--- src/rtl/i2s_receiver_if.sv ---
// I2S receiver bus: serial word-select/data in, recovered stereo samples and status out.
interface i2s_receiver_if #(
  parameter int SAMPLE_WIDTH = 16
);
  logic                    i_word_select;
  logic                    i_sound_bit_in;
  logic [SAMPLE_WIDTH-1:0] o_left_sample;
  logic [SAMPLE_WIDTH-1:0] o_right_sample;
  logic                    o_sample_valid;
  logic                    o_frame_error;
  logic                    o_locked;

  modport master (
    output i_word_select,
    output i_sound_bit_in,
    input  o_left_sample,
    input  o_right_sample,
    input  o_sample_valid,
    input  o_frame_error,
    input  o_locked
  );

  modport slave (
    input  i_word_select,
    input  i_sound_bit_in,
    output o_left_sample,
    output o_right_sample,
    output o_sample_valid,
    output o_frame_error,
    output o_locked
  );
endinterface

--- src/rtl/i2s_receiver.sv ---
// I2S receiver: aligns to word_select transitions and captures the first SAMPLE_WIDTH
// bits of each channel word, publishing a left/right pair once the right word is complete.
module i2s_receiver #(
  parameter int SAMPLE_WIDTH = 16
) (
  input  logic          i_serial_clk,
  input  logic          i_reset,
  i2s_receiver_if.slave i2s
);
  localparam int            CW     = $clog2(SAMPLE_WIDTH + 1);
  localparam logic [CW-1:0] C_FULL = CW'(SAMPLE_WIDTH);
  localparam logic [CW-1:0] C_LAST = CW'(SAMPLE_WIDTH - 1);

  typedef enum logic [1:0] {
    S_HUNT  = 2'd0,
    S_LEFT  = 2'd1,
    S_RIGHT = 2'd2
  } state_t;

  state_t                  r_state;
  state_t                  w_state_next;
  logic                    r_ws_prev;
  logic [CW-1:0]           r_cnt;
  logic [CW-1:0]           w_cnt_next;
  logic [SAMPLE_WIDTH-1:0] r_shift;
  logic [SAMPLE_WIDTH-1:0] w_shift_next;
  logic [SAMPLE_WIDTH-1:0] r_left_hold;
  logic [SAMPLE_WIDTH-1:0] w_left_hold_next;
  logic [SAMPLE_WIDTH-1:0] r_left_sample;
  logic [SAMPLE_WIDTH-1:0] w_left_sample_next;
  logic [SAMPLE_WIDTH-1:0] r_right_sample;
  logic [SAMPLE_WIDTH-1:0] w_right_sample_next;
  logic                    r_sample_valid;
  logic                    w_sample_valid_next;
  logic                    r_frame_error;
  logic                    w_frame_error_next;
  logic                    r_locked;

  logic                    w_trans;
  logic                    w_fall;
  logic                    w_rise;
  logic                    w_bit_taken;
  logic                    w_word_done;
  logic                    w_word_full;
  logic [SAMPLE_WIDTH-1:0] w_shift_in;

  assign w_trans     = i2s.i_word_select ^ r_ws_prev;
  assign w_fall      = w_trans & ~i2s.i_word_select;
  assign w_rise      = w_trans & i2s.i_word_select;
  assign w_bit_taken = (r_cnt != C_FULL);
  // The bit on this edge is the SAMPLE_WIDTH-th of the word; a saturated counter already has them all.
  assign w_word_done = (r_cnt == C_LAST);
  assign w_word_full = w_word_done | ~w_bit_taken;
  assign w_shift_in  = {r_shift[SAMPLE_WIDTH-2:0], i2s.i_sound_bit_in};

  // State, datapath and registered outputs
  always_ff @(posedge i_serial_clk or posedge i_reset) begin
    if (i_reset) begin
      r_state        <= S_HUNT;
      r_ws_prev      <= 1'b0;
      r_cnt          <= {CW{1'b0}};
      r_shift        <= {SAMPLE_WIDTH{1'b0}};
      r_left_hold    <= {SAMPLE_WIDTH{1'b0}};
      r_left_sample  <= {SAMPLE_WIDTH{1'b0}};
      r_right_sample <= {SAMPLE_WIDTH{1'b0}};
      r_sample_valid <= 1'b0;
      r_frame_error  <= 1'b0;
      r_locked       <= 1'b0;
    end else begin
      r_state        <= w_state_next;
      r_ws_prev      <= i2s.i_word_select;
      r_cnt          <= w_cnt_next;
      r_shift        <= w_shift_next;
      r_left_hold    <= w_left_hold_next;
      r_left_sample  <= w_left_sample_next;
      r_right_sample <= w_right_sample_next;
      r_sample_valid <= w_sample_valid_next;
      r_frame_error  <= w_frame_error_next;
      r_locked       <= (w_state_next != S_HUNT);
    end
  end

  // Next-state, word capture and pulse generation
  always_comb begin
    w_state_next        = r_state;
    w_cnt_next          = r_cnt;
    w_shift_next        = r_shift;
    w_left_hold_next    = r_left_hold;
    w_left_sample_next  = r_left_sample;
    w_right_sample_next = r_right_sample;
    w_sample_valid_next = 1'b0;
    w_frame_error_next  = 1'b0;

    case (r_state)
      S_HUNT: begin
        if (w_fall) begin
          w_state_next = S_LEFT;
          w_cnt_next   = {CW{1'b0}};
        end else begin
          w_state_next = S_HUNT;
        end
      end

      S_LEFT: begin
        if (w_bit_taken) begin
          w_shift_next = w_shift_in;
          w_cnt_next   = r_cnt + CW'(1);
        end else begin
          w_cnt_next = r_cnt;
        end
        if (w_word_done) begin
          w_left_hold_next = w_shift_in;
        end else begin
          w_left_hold_next = r_left_hold;
        end
        if (w_rise) begin
          w_cnt_next = {CW{1'b0}};
          if (w_word_full) begin
            w_state_next = S_RIGHT;
          end else begin
            // A 1-bit word right after an error must not stretch the pulse to two cycles.
            w_state_next       = S_HUNT;
            w_frame_error_next = ~r_frame_error;
          end
        end else begin
          w_state_next = S_LEFT;
        end
      end

      S_RIGHT: begin
        if (w_bit_taken) begin
          w_shift_next = w_shift_in;
          w_cnt_next   = r_cnt + CW'(1);
        end else begin
          w_cnt_next = r_cnt;
        end
        if (w_word_done) begin
          w_left_sample_next  = r_left_hold;
          w_right_sample_next = w_shift_in;
          w_sample_valid_next = 1'b1;
        end else begin
          w_sample_valid_next = 1'b0;
        end
        if (w_fall) begin
          w_cnt_next   = {CW{1'b0}};
          w_state_next = S_LEFT;
          if (w_word_full) begin
            w_frame_error_next = 1'b0;
          end else begin
            w_frame_error_next = ~r_frame_error;
          end
        end else begin
          w_state_next = S_RIGHT;
        end
      end

      default: begin
        w_state_next = S_HUNT;
        w_cnt_next   = {CW{1'b0}};
      end
    endcase
  end

  assign i2s.o_left_sample  = r_left_sample;
  assign i2s.o_right_sample = r_right_sample;
  assign i2s.o_sample_valid = r_sample_valid;
  assign i2s.o_frame_error  = r_frame_error;
  assign i2s.o_locked       = r_locked;
endmodule

--- src/flat_wrapper.sv ---
// flat-port wrapper written by rule: the top's interface ports become plain ports
module i2s_receiver_flat 
#(
  parameter int SAMPLE_WIDTH = 16
)
  (i_serial_clk, i_reset, i2s_i_word_select, i2s_i_sound_bit_in, i2s_o_left_sample, i2s_o_right_sample, i2s_o_sample_valid, i2s_o_frame_error, i2s_o_locked);
  i2s_receiver_if #(.SAMPLE_WIDTH(SAMPLE_WIDTH)) i2s_i ();
  input  logic i_serial_clk;
  input  logic i_reset;
  input wire logic [$bits(i2s_i.i_word_select)-1:0] i2s_i_word_select;
  input wire logic [$bits(i2s_i.i_sound_bit_in)-1:0] i2s_i_sound_bit_in;
  output wire logic [$bits(i2s_i.o_left_sample)-1:0] i2s_o_left_sample;
  output wire logic [$bits(i2s_i.o_right_sample)-1:0] i2s_o_right_sample;
  output wire logic [$bits(i2s_i.o_sample_valid)-1:0] i2s_o_sample_valid;
  output wire logic [$bits(i2s_i.o_frame_error)-1:0] i2s_o_frame_error;
  output wire logic [$bits(i2s_i.o_locked)-1:0] i2s_o_locked;
  assign i2s_i.i_word_select = i2s_i_word_select;
  assign i2s_i.i_sound_bit_in = i2s_i_sound_bit_in;
  assign i2s_o_left_sample = i2s_i.o_left_sample;
  assign i2s_o_right_sample = i2s_i.o_right_sample;
  assign i2s_o_sample_valid = i2s_i.o_sample_valid;
  assign i2s_o_frame_error = i2s_i.o_frame_error;
  assign i2s_o_locked = i2s_i.o_locked;
  i2s_receiver #(.SAMPLE_WIDTH(SAMPLE_WIDTH)) u_core (.i_serial_clk(i_serial_clk), .i_reset(i_reset), .i2s(i2s_i));
endmodule
--- config.mk ---
export PLATFORM = sky130hd
export DESIGN_NAME = i2s_receiver_flat
export DESIGN_NICKNAME = d
export VERILOG_FILES = /design/src/rtl/i2s_receiver_if.sv /design/src/rtl/i2s_receiver.sv /design/src/flat_wrapper.sv
export SDC_FILE = /design/constraint.sdc
export NUM_CORES = 1
export LEC_CHECK = 0
export CAP_MARGIN = 30
export CORE_MARGIN = 5
export CORE_UTILIZATION = 48
export CTS_CLUSTER_DIAMETER = 120
export DETAILED_ROUTE_END_ITERATION = 6
export PLACE_DENSITY = 0.74
export RECOVER_POWER = 100
export SYNTH_ARGS = -nofsm -noshare
export SYNTH_HDL_FRONTEND = slang
export SYNTH_SLANG_ARGS = --single-unit
--- constraint.sdc ---
create_clock -name i_serial_clk -period 2.2 [get_ports i_serial_clk]
set_input_delay 0.44 -clock i_serial_clk [delete_from_list [all_inputs] [get_ports i_serial_clk]]
set_output_delay 0.44 -clock i_serial_clk [all_outputs]
set_load 0.05 [all_outputs]
==> flow_summary.ini, run 1 <==
[clocking]
htree_levels = 3
post_cts_buffers = 0
ctsLongestPathBuffers = 2
clock-root-buffer = clkbuf_8
tritoncts = yes
hold_buffers = 0
cts_resized = 0
clock_sinks = 74
numCtsBuffers = 9
clk_pin_slew_worst_paths_ns = 0.08
clock_latency_ns = 0.34

[setup_path]
crit_path_top_delay_cell = dlygate4sd3_1
r2r-start = u_core.r_cnt[0]
path_buf_inv = 1
r2r_cells = 6
crit_family = buffers and inverters
critical_path_arrival_ns = 1.58
cp_slowest_stage_delay_ns = 0.88
reg2reg_to = u_core.r_left_hold[10]
crit_fanout = 2
crit_chain = dlygate4sd3_1
reg2reg_slack_ns = 0.38
required_ns = 1.76
cp-startpoint = u_core.i2s.o_right_sample[1]
endpoint_kind = output port
start_kind = flop
crit_type = flop to output port

[cells_and_area]
area_delta_synth_final_pct = 19.7
diodes = 0
drive_gt1_frac = 0.304
final_common_cell = dfrtp_1
layoutNonFillerInstCount = 324
fin_util = 0.582
nNetsFinal = 253
final_cell_mix = dfrtp_1, mux2_2, dlygate4sd3_1

[floorplanning]
dieHeight_um = 89.5
fp.dieW_um = 89.5
core_area_mm2 = 0.00624
initial_core_util = 0.486
design.die.area_mm2 = 0.00801
rows = 29
ios = 39

[global_routing]
grt_overflow = 0
grt_pass1_vias = 1666
grt.total_usage = 0.140
grt_pass1_wl_um = 8220
grt_max_degree = 75
antenna_found_initial = 0

[min_path]
worst_hold_startpoint = u_core.i2s.o_frame_error
hold_path.class = flop to flop
worstHoldPathCells = 1
min_to = u_core.i2s.o_frame_error

[placed_design]
placed_cells = 308
dp_hpwl_um = 3080
port_buffers = 38
post-place-ws_ns = 0.327
gp_congestion = 0.795

[yosys]
synth-main-ff-cell = dfrtp_1
ys_types = 31
postSynthCellCount = 198
synth_area_per_cell_um2 = 15.3
synth-async-reset-ratio = 1.00
synth_area_mm2 = 0.00303
ys_ff_latch = 74
synth_enable_flop_cells = 0
syn_nets = 209
ys_seq_area_frac = 0.610
ys_warn_count = 0

[pwr]
leakagePower_nw = 1.86
power.density_mw_per_mm2 = 952
ir_drop_mv = 0.720
design_power_total_mw = 3.46

[timing]
timing.final.crit_share = 0.920
slew_headroom = 0.340
finClkSkew_ns = 0.00848
rsz0062_at_grt = no
setup_viol = 0
tightestPinTransition_ns = 0.991
drv_slew = 0
setup_slack_ns = 0.176
clock.fmax_mhz = 494
hold_violations = 0
period_minus_slack_ns = 2.02
final.setup.tns_ns = 0

[drt]
routed_wl_um = 4850
wl_met2_um = 2360
drt-pass1-iter-count = 4
ant_nets = 0
top_layer = met4
wl_met1_um = 2160
avgViaCountPerCell = 5.32
wire_per_inst_um = 15.0
drc = 0
met3_length_um = 248
vias = 1725
drt_iter0_drc = 79

[run]
maxCapViolCount = 0

[outcome]
outcome = completed
==> synthesized netlist by cell type, types with 2 or more instances <==
library cell | number | area share
nor2_1 | 3 | 0.0037
a211oi_1 | 4 | 0.0099
mux2_2 | 53 | 0.20
mux2_4 | 10 | 0.049
nand2_1 | 4 | 0.0049
buf_2 | 2 | 0.0033
nor3_1 | 2 | 0.0033
nand3_1 | 2 | 0.0033
dfrtp_1 | 74 | 0.61
ha_1 | 7 | 0.029
buf_4 | 3 | 0.0074
nand2_2 | 2 | 0.0041
a21oi_1 | 5 | 0.0082
o21ai_0 | 3 | 0.0049
inv_1 | 8 | 0.0099
==> worst reg2reg max path, stage by stage, from the launching register on <==
cell	delay [ns]
dfrtp_1	0.42
ha_1	0.24
nand3_1	0.10
inv_1	0.05
ha_1	0.19
nand2_2	0.32
mux2_2	0.39
==> state kept, by name, summed over array words and instances (netlist names) <==
register,cells
u_core.i2s.o_frame_error,1
u_core.i2s.o_left_sample,16
u_core.i2s.o_locked,1
u_core.i2s.o_right_sample,16
u_core.i2s.o_sample_valid,1
u_core.r_cnt,5
u_core.r_left_hold,16
u_core.r_shift,15
u_core.r_state,2
u_core.r_ws_prev,1
==> logic make-up (layout without fill, tap and decap cells) <==
| kind of cell | count (synthesis) | after routing | share of synthesized area |
|---|---|---|---|
| and+or+nand+nor | 21 | 21 | 0.0478 |
| adders and majority gates | 7 | 7 | 0.0289 |
| xor gates and xnor gates | 1 | 1 | 0.00289 |
| muxes | 63 | 63 | 0.246 |
| DFF | 74 | 74 | 0.610 |
| AOI/OAI and AO/OA | 17 | 17 | 0.0379 |
| buffers and inverters | 15 | 64 | 0.0260 |
==> report_power, final <==
group,total (mW),switching (mW),internal (mW)
Sequential,1.73,0.177,1.55
Combinational,0.699,0.369,0.330
Clock,1.03,0.502,0.526
==> worst max-delay path by stage <==
stage,end,cells past startpoint
floorplan,u_core.r_left_hold[0],7
global placement,u_core.r_cnt[2],5
detailed placement,u_core.r_cnt[2],5
CTS,i2s_o_left_sample[9],1
global route,i2s_o_right_sample[10],1
finish,i2s_o_right_sample[1],1
==> stage by stage <==
step | hold WS [ns] | instance area, µm²
floorplan | 0.471 | 3040
global placement | 0.426 | 3510
detailed placement | 0.439 | 3510
CTS | 0.449 | 3700
global route | 0.467 | 3630
finish | 0.439 | 3630
==> metal layers <==
layer / vias to the layer above / track usage
li1: 795 / -
met5: - / 0
met2: 44 / 0.208
met4: 0 / 0.0568
met1: 880 / 0.181
met3: 6 / 0.0581
==> cell type report <==
class	count	area (µm²)
Fill cell	495	2610
Sequential cell	74	1850
Multi-Input combinational cell	109	1050
Timing Repair Buffer	40	408
Clock buffer	10	128
Tap cell	77	96.3
Clock inverter	6	67.6
Inverter	8	33.8
Power figures use the tool's default switching activity.
==> run 2, diff against run 1 <==
--- a/config.mk
+++ b/config.mk
@@ -10,7 +10,7 @@
 export CORE_UTILIZATION = 48
 export CTS_CLUSTER_DIAMETER = 120
 export DETAILED_ROUTE_END_ITERATION = 6
-export PLACE_DENSITY = 0.74
+export PLACE_DENSITY = 0.79
 export RECOVER_POWER = 100
 export SYNTH_ARGS = -nofsm -noshare
 export SYNTH_HDL_FRONTEND = slang
==> run 2 against run 1 <==
  * Die area stayed put
  * Worst setup slack worse by 0.0079 ns
  * Combinational power is 2% higher
  * Final cell count is 0.31% higher
  * Core utilization is 0.24 points higher
  * Count of clock-buffer cells in the layout is 2 higher
  * Power is 4.0% higher
  * Register-to-register slack worse by 0.15 ns
  * Sequential cell count stayed put
  * Sequential power hardly changed
  * Maximum frequency is 0.39% lower
  * Critical path type unchanged
  * Critical endpoint unchanged
  * Highest routed layer unchanged
==> flow_summary.ini, run 2 (synthesis results as in run 1) <==
[cells_and_area]
nNetsFinal = 254
multiInputGateArea_mm2 = 0.00105
regArea_mm2 = 0.00185
final_cell_mix = dfrtp_1, mux2_2, dlygate4sd3_1
n_fill_cell = 516
drive_gt1_frac = 0.306
fin_util = 0.584
final_common_cell = dfrtp_1
diodes = 0
area_delta_synth_final_pct = 20.2

[setup_path]
crit_chain = dlygate4sd3_1
critical_path_arrival_ns = 1.59
cp_slowest_stage_delay_ns = 0.88
endpoint_kind = output port
worst-path-stages = 1
crit_path_top_delay_cell = dlygate4sd3_1
crit_family = buffers and inverters
reg2reg_to = u_core.i2s.o_left_sample[13]
crit_fanout = 2
r2r_cells = 7
reg2reg_slack_ns = 0.23
crit_type = flop to output port
required_ns = 1.76
start_kind = flop
r2r-start = u_core.r_cnt[0]
path_buf_inv = 1

[placed_design]
port_buffers = 38
dp_hpwl_um = 3470
gp_congestion = 0.713

[global_routing]
grt_max_degree = 62
antenna_found_initial = 0
grt_overflow = 0
grt.total_usage = 0.146
grt_pass1_wl_um = 8600
grt_pass1_vias = 1783

[floorplanning]
core_area_mm2 = 0.00624
ios = 39
design.die.area_mm2 = 0.00801
rows = 29
dieHeight_um = 89.5
fp.dieW_um = 89.5
initial_core_util = 0.486

[clocking]
ctsLongestPathBuffers = 2
clock_sinks = 74
clock_latency_ns = 0.34
post_cts_buffers = 0
clk_pin_slew_worst_paths_ns = 0.07
cts_resized = 0
numCtsBuffers = 9
hold_buffers = 0
tritoncts = yes
htree_levels = 3
clock-root-buffer = clkbuf_8

[drt]
routed_wl_um = 5120
ant_nets = 0
avgViaCountPerCell = 5.30
drt-pass1-iter-count = 4
drc = 0
vias = 1721
drt_iter0_drc = 62
wire_per_inst_um = 15.8

[pwr]
power.density_mw_per_mm2 = 987
leakagePower_nw = 1.87
ir_drop_mv = 0.382

[timing]
timing.final.crit_share = 0.924
rsz0062_at_grt = no
finClkSkew_ns = 0.00495
tightestPinTransition_ns = 0.794
drv_slew = 0
slew_headroom = 0.470
final.setup.tns_ns = 0
clock.fmax_mhz = 492
hold_violations = 0
whs_ns = 0.442
period_minus_slack_ns = 2.03
setup_viol = 0

[min_path]
worstHoldPathCells = 1
worst_hold_startpoint = u_core.i2s.o_frame_error
min_to = u_core.i2s.o_frame_error
hold_path.class = flop to flop

[run]
maxCapViolCount = 0

[outcome]
outcome = completed
[run 2: power breakdown]
part | internal (mW) | switching, mW | leakage, nW
logic | 0.331 | 0.381 | 0.775
registers | 1.55 | 0.178 | 0.992
clock network | 0.670 | 0.482 | 0.103
[run 2: how the worst max path moves through the flow]
stage	start	endpoint	slack, ns
floorplan	u_core.r_cnt[0]	u_core.r_left_hold[0]	0.44
detailed placement	i2s_i_word_select	u_core.r_cnt[2]	0.30
global route	i_reset	u_core.r_shift[14]	0.09
CTS	u_core.i2s.o_right_sample[10]	i2s_o_right_sample[10]	0.20
finish	u_core.i2s.o_right_sample[1]	i2s_o_right_sample[1]	0.17
global placement	i2s_i_word_select	u_core.r_cnt[2]	0.34
[run 2: area by class of cell]
type	instances	share of cell area
Inverter	8	0.00858
Clock inverter	4	0.0206
Tap cell	77	0.0264
Multi-Input combinational cell	109	0.287
Sequential cell	74	0.508
Timing Repair Buffer	41	0.110
Clock buffer	12	0.0398
[run 2: metrics by stage]
stage	power (mW)	setup WS, ns	instances	area [µm²]
4_1_cts	3.80	0.202	325	3720
5_1_grt	3.80	0.0868	325	3650
3_3_place_gp	2.60	0.341	309	3500
2_1_floorplan	2.45	0.438	198	3040
3_5_place_dp	2.63	0.301	309	3500
6_report	3.60	0.168	325	3650
[run 2: layer usage]
layer	global-route usage	share of wire	vias up	wire length, µm
met5	0	0	-	0
met2	0.236	0.50	41	2570
li1	-	-	799	-
met3	0.0433	0.043	17	221
met1	0.177	0.43	864	2180
met4	0.0771	0.029	0	151
